<file path="config.mk">
export PLATFORM = sky130hd
export DESIGN_NAME = fifo_wr_arbiter
export DESIGN_NICKNAME = d
export VERILOG_FILES = /design/src/rtl/fifo_wr_arbiter.sv
export SDC_FILE = /design/constraint.sdc
export NUM_CORES = 1
export LEC_CHECK = 0
export ABC_AREA = 1
export BUFFER_PORTS_ARGS = -buffer_cell sky130_fd_sc_hd__clkbuf_2
export CAP_MARGIN = 20
export CORE_MARGIN = 2
export CORE_UTILIZATION = 52
export DETAILED_ROUTE_END_ITERATION = 6
export PLACE_DENSITY = 0.93
export REMOVE_ABC_BUFFERS = 1
export SYNTH_ARGS = -nofsm -noshare
export SYNTH_HDL_FRONTEND = slang
export SYNTH_SLANG_ARGS = --single-unit
export TNS_END_PERCENT = 30
</file>
<file path="constraint.sdc">
create_clock -name wrclk -period 2.8 [get_ports wrclk]
set_input_delay 0.14 -clock wrclk [delete_from_list [all_inputs] [get_ports wrclk]]
set_output_delay 0.14 -clock wrclk [all_outputs]
set_load 0.05 [all_outputs]
</file>
<file path="src/rtl/fifo_wr_arbiter.sv">
// Round-robin arbiter that gives one requester at a time a burst of up to
// BURST_LEN writes into a FIFO write port, stalling while the FIFO is full.
module fifo_wr_arbiter #(
    parameter int DATA_WIDTH = 8,
    parameter int NUM_REQ    = 4,
    parameter int BURST_LEN  = 4
) (
    input  logic                          wrclk,
    input  logic                          clear_n,
    input  logic [NUM_REQ-1:0]            req,
    input  logic [NUM_REQ*DATA_WIDTH-1:0] req_data,
    output logic [NUM_REQ-1:0]            ack,
    output logic [NUM_REQ-1:0]            grant,
    output logic [DATA_WIDTH-1:0]         data,
    output logic                          wrreq,
    input  logic                          wrfull,
    output logic                          busy
);
    localparam int PTR_W = (NUM_REQ > 1) ? $clog2(NUM_REQ) : 1;
    localparam int CNT_W = $clog2(BURST_LEN + 1);

    typedef enum logic {IDLE, GRANT} state_t;

    state_t             state, state_next;
    logic [NUM_REQ-1:0] grant_next;
    logic [PTR_W-1:0]   rr, rr_next, gidx;
    logic [CNT_W-1:0]   count, count_next;
    logic               req_granted;
    logic               release_now;
    int                 sel;

    // First asserted request at or after base, wrapping; -1 when none.
    function automatic int pick(input logic [NUM_REQ-1:0] r, input int base);
        int result;
        int j;
        result = -1;
        for (int k = NUM_REQ - 1; k >= 0; k--) begin
            j = base + k;
            if (j >= NUM_REQ) j = j - NUM_REQ;
            if (r[j]) result = j;
        end
        return result;
    endfunction

    always_comb begin
        gidx = '0;
        data = '0;
        for (int i = 0; i < NUM_REQ; i++) begin
            if (grant[i]) begin
                gidx = PTR_W'(i);
                data = req_data[i*DATA_WIDTH +: DATA_WIDTH];
            end
        end
    end

    assign busy        = (state == GRANT);
    assign req_granted = |(req & grant);
    assign wrreq       = busy & req_granted & ~wrfull;
    assign ack         = wrreq ? grant : '0;

    // Releasing and re-arbitrating happen on the same edge, so the next
    // requester is granted without an idle cycle in between.
    always_comb begin
        state_next  = state;
        grant_next  = grant;
        rr_next     = rr;
        count_next  = count;
        release_now = 1'b0;
        sel         = -1;
        case (state)
            IDLE: begin
                sel = pick(req, int'(rr));
            end
            GRANT: begin
                if (wrreq) count_next = count + 1'b1;
                release_now = (wrreq && count == CNT_W'(BURST_LEN - 1)) ||
                              (!req_granted && !wrfull);
                if (release_now) begin
                    rr_next = (gidx == PTR_W'(NUM_REQ - 1)) ? '0 : gidx + 1'b1;
                    sel     = pick(req, int'(rr_next));
                end
            end
            default: ;
        endcase
        if (state == IDLE || release_now) begin
            count_next = '0;
            if (sel >= 0) begin
                state_next = GRANT;
                for (int i = 0; i < NUM_REQ; i++) grant_next[i] = (i == sel);
            end else begin
                state_next = IDLE;
                grant_next = '0;
            end
        end
    end

    always_ff @(posedge wrclk or negedge clear_n) begin
        if (!clear_n) begin
            state <= IDLE;
            grant <= '0;
            rr    <= '0;
            count <= '0;
        end else begin
            state <= state_next;
            grant <= grant_next;
            rr    <= rr_next;
            count <= count_next;
        end
    end
endmodule

</file>
* After elaboration in Yosys (flattened, before gate mapping)
Index checks and enable logic that the tools add are counted.
** Cells by class
- Add/subtract/negate cells :: 16
- Order comparisons :: 17
- Equal/unequal tests :: 5
- Multiplexer cells :: 69
- Bitwise gates (word level) :: 5
- Reduce and logical (&&, ||, !) cells :: 12
** Operator list (number)
- 32-bit 2-to-1 mux :: 29
- 32-bit by 4-bit < comparator with 1-bit output (second input constant) :: 8
- 3-bit by 32-bit == test with 1-bit output (first input constant) :: 2
- 32-bit one-hot mux with 2 select lines :: 1
- 2-bit by 32-bit == test with 1-bit output (first input constant) :: 1
- 32-bit by 1-bit greater-or-equal comparator with 1-bit output (second input constant) :: 1
- 32-bit zero test :: 1
- 8-bit 2-to-1 mux :: 4
- 3-bit by 3-bit subtractor with 4-bit output (second input constant) :: 6
- 1-bit 2-to-1 mux :: 19
- 3-bit greater-or-equal comparator (second input constant) :: 6
- 1-bit binary-select mux with 2-bit select :: 8
- 2-bit by 2-bit adder with 3-bit output (second input constant) :: 4
- 3-bit 2-to-1 mux :: 3
- 4-bit 2-to-1 mux :: 2
- 2-bit by 3-bit subtractor with 4-bit output (second input constant) :: 2
- 2-bit by 1-bit adder with 3-bit output (second input constant) :: 2
- 2-bit by 3-bit greater-or-equal comparator with 1-bit output (second input constant) :: 2
- 2-bit 2-to-1 mux :: 3
- 4-bit AND :: 1
- 2-bit AND reduction :: 2
- 2-bit nonzero test :: 2
- 4-bit OR reduction :: 1
- 3-bit by 1-bit adder with 3-bit output (second input constant) :: 1
- 8 further kinds :: 13
** Word-level totals
- Flip-flop bits (word level) :: 10
- Bits of input ports :: 39

* Depth between registers and ports, before layout
- Depth after elaboration :: 21
- Depth in mapped cells :: 17

* Worst setup path after synthesis
Ideal clock, no wire load.
- Path kind :: reg-to-output
- Start point :: register grant[0]
- End point :: output ack[0]
- Arrival :: 2.728 ns
- Required time :: 2.660 ns
- Path slack :: -0.068 ns
- Cell stages (with the launch flop) :: 8
- Path buffers :: 1
- Cells stage by stage :: dfrtp_1 -> buf_2 -> inv_1 -> o21ai_1 -> nor2_1 -> nor2_1 -> inv_1 -> nor2_1
** On the way
- Word-level cells in the longest chain between the ends :: 5
** RTL lines
- from (decl) :: line 13 : output logic [NUM_REQ-1:0] grant,
- from (signal assigned) :: line 105 : grant <= grant_next;
- 4-bit AND :: line 57 : assign req_granted = |(req & grant);
- 4-bit OR reduction :: line 57
- 1-bit AND (2 in series) :: line 58 : assign wrreq = busy & req_granted & ~wrfull;
- net wrreq :: line 15 : output logic wrreq,
- 4-bit 2-to-1 mux :: line 59 : assign ack = wrreq ? grant : '0;
- to (decl) :: line 12 : output logic [NUM_REQ-1:0] ack,
The timed path passes the listed nets, and every way through them passes these cells.

* Final worst setup path
- Start point :: register grant[3]
- End point :: register grant[3]
** On the way
- Word-level cells in the longest chain between the ends :: 19
- Elaborated cells between the ends (all ways) :: 58
- Classes of those cells :: add/sub: 8; order compare: 5; eq/ne: 2; mux: 34; bitwise: 3; reduce/logical: 6
** RTL lines
- 2-bit 2-to-1 mux :: line 49 : if (grant[i]) begin
- 2-bit by 1-bit adder with 2-bit output or 2-bit == test (tied branches) :: line 79 : rr_next = (gidx == PTR_W'(NUM_REQ - 1)) ? '0 : gidx + 1'b1;
- 2-bit 2-to-1 mux :: line 79
- 2-bit by 2-bit adder with 3-bit output :: line 38 : j = base + k;
- 3-bit by 3-bit subtractor with 4-bit output or 3-bit greater-or-equal comparator (tied branches) :: line 39 : if (j >= NUM_REQ) j = j - NUM_REQ;
- 32-bit 2-to-1 mux :: line 39
- 32-bit 2-to-1 mux :: line 78 : if (release_now) begin
- 32-bit 2-to-1 mux :: line 70 : case (state)
- 1-bit binary-select mux with 2-bit select :: line 40 : if (r[j]) result = j;
- 1-bit 2-to-1 mux (implied by the code) (2 in series) :: line 40
- 32-bit 2-to-1 mux (4 in series) :: line 40
- 32-bit 2-to-1 mux :: line 78
- 32-bit one-hot mux with 2 select lines :: line 70
- 32-bit by 1-bit greater-or-equal comparator with 1-bit output or 3-bit by 32-bit == test with 1-bit output (tied branches) :: line 87, 89
- 4-bit 2-to-1 mux :: line 87 : if (sel >= 0) begin
Parallel ways exist; a longest one is shown, timed or not. The select of a mux whose other input is x is not followed.
A chain may end at the register's enable or synchronous reset.

==> metrics.txt <==
worst vdd ir=between 0.0008 and 0.0009 V; slowest CP cell=dfrtp_1; Finished Layout Cells=~310; status=finished clean; Leak=0.9646 nW; Synth area leader=nand2_1; DP Wirelength=2894 um; power per cell area=1263 nW/um2; CP peak stage delay=between 400 and 500 ps; fin nets=328; crit path time final=2134 ps; Worst EP arrival=2350 ps; clk_skew=around 3.6 ps; worst setup path start=grant[3]; Final WS setup=between 600 and 700 ps; Setup crit end kind=register; commonest cells after routing, fill and taps aside=nand2_1, clkbuf_2, nand3_1, inv_1, a21oi_1; area delta synth->final=25.30%; worst r2r src=grant[3]; critical path's top delay family=simple AND/OR/NAND/NOR gates; R2R depth=13; most common cell after layout, fill and taps aside=nand2_1; Crit path required time=between 3000 and 4000 ps; unrepaired setup endpoints after global routing=no; routed vias/inst=a little over 5; Worst path depth=13; via count=1604; Die Wd=54.86 um; FF-to-FF End=grant[3]; cell area after synthesis=roughly 1300 um2; Tot GR Track Use=0.2388; synth top area cells=nand2_1, dfrtp_1, nand3_1, a21oi_1, ha_1; Initial Utilization=0.5479; clk buf depth=2; drc violations=0; clock-pin slew on the worst setup and hold paths=70 ps; GR Layer Usage met2=0.3790; Port Buffers=56; Power Total=about 2.1 mW; final core occ=0.6865; pre-CTS setup slack=approximately 700 ps; Total Die Area=around 3000 um2; CP bufs+invs=2; Yosys cell types=26; Gate Count Post-Synth=roughly 230; Iter 0 DRT Violations=43; Yosys reg bits=10; die height=around 55 um; Post-Route Setup TNS=0 ps; Routed WL per cell=about 11 um; met3 Track Usage GR=0.03552; Tcrit/Tclk final=0.7623; CTS tree=built; # IOs=57; number of synthesis warnings=0; htree depth=1; Hold Path Origin=wrfull; R2R Setup Slk=~670 ps; final setup fails=0; Root Buffer=clkbuf_4; met1 Resource Use GR=0.3207; total core area=about 2500 um2; first-pass GRT wire length=between 5000 and 6000 um; Rows=18; post-synthesis sequential area ratio=0.1860; drt first pass iters=4; cell count after placement=about 300; worst skew pair latency=between 200 and 300 ps; final hold viol count=0; Placer Congestion=between 0.9 and 1; post-synth top area share=0.1898; CP Max Fanout=9; Worst Setup EP=grant[3]; Worst Tran Pin Value=roughly 520 ps; Mean Syn Cell Area=between 5 and 6 um2; number of global-route vias before repair=~1200; final WL=3567 um; Slew HR=0.6527; post-cts sizing count=0; share of post-route cells with drive strength above 1=0.3274; Min-Delay Path Class=input port to register; initial antenna violation count=0; maximum clock rate=~0.47 GHz; GRT Max-Usage Layer=met2; FILL cells=between 200 and 250; CP Launch Type=register; pin count of the biggest net entering global routing=20; CP cell instances=inv_2 -> nand2_1 -> ha_1 -> inv_2 -> nand3_4 -> nand2_2 -> nand3_2 -> or2_0 -> nand3_1 -> nand2_1 -> nand2_1 -> nand4_1 -> nand2_1; post-route ant nets=0; WS Path Type=register to register; Num CTS Buffers=3; ANT cells=0; Slew Limit Fails=0; clock sink count=10; CP most frequent cell=nand2_1; maxcap violations=0; gr ovfl total=0
==> Yosys cell counts (all sizes together) <==
cell type / count
nand3: 31
a21oi: 19
inv: 30
nor2: 11
or2: 1
dfrtp: 10
nand2: 78
o32ai: 1
clkbuf: 2
o21ai: 20
ha: 7
clkinv: 1
buf: 6
xor2: 1
nand4: 7
==> how the worst min path moves through the flow <==
stage,cells after the start,to
floorplan,0,busy
global placement,1,count[2]
detailed placement,1,count[2]
CTS,3,count[1]
global route,3,count[1]
finish,3,count[1]
==> registers in the layout, indices dropped and copies added, names as in the netlist <==
name	count
busy	1
grant	4
rr	2
count	3
==> worst register-to-register path: cells and delay by family (launching register included) <==
kind	cells	cell delay, ps
simple gates	10	1100
flops	1	490
fa+ha+maj	1	210
buf+inv	2	280
==> power breakdown <==
| part | total (mW) | switching, mW | internal, mW |
|---|---|---|---|
| registers | 0.320 | 0.120 | 0.200 |
| logic | 1.67 | 1.16 | 0.516 |
| clock network | 0.134 | 0.0550 | 0.0792 |
| total | 2.13 | 1.33 | 0.796 |
==> per-stage QoR <==
| step | area, um2 | hold WS (ps) |
|---|---|---|
| finish | 1685 | 140.6 |
| global placement | 1639 | 16.46 |
| floorplan | 1299 | -155.6 |
| detailed placement | 1639 | 20.58 |
| CTS | 1685 | 144.7 |
| global route | 1685 | 159.5 |
==> layout make-up <==
class	count	area, um2	share of cell area
inverter	31	116.4	0.06904
tap	30	37.54	0.02227
clock buffer	4	36.28	0.02153
sequential	10	250.2	0.1485
multi-input combinational	176	932.1	0.5531
timing repair buffer	60	312.8	0.1856
==> cells by family after synthesis <==
group	Yosys count	share of synthesized area
buffers and inverters	39	0.1209
AOI/OAI and AO/OA	40	0.1684
DFF	10	0.1860
xor gates and xnor gates	1	0.006513
adders and majority gates	7	0.06511
and+or+nand+nor	128	0.4530
==> what timing repair did <==
action	in CTS	in global routing
hold buffers	1	0
endpoints found under the hold margin	10	0
buffers inserted	0	0
==> routing by layer <==
metal / part of all wire / up-vias / routed length [um]
met5: 0 / - / 0
met4: 0.015 / 0 / 52
met3: 0.055 / 7 / 196
met2: 0.50 / 41 / 1785
met1: 0.43 / 714 / 1533
li1: - / 842 / -
No activity file was read; power rests on OpenSTA's default activity.
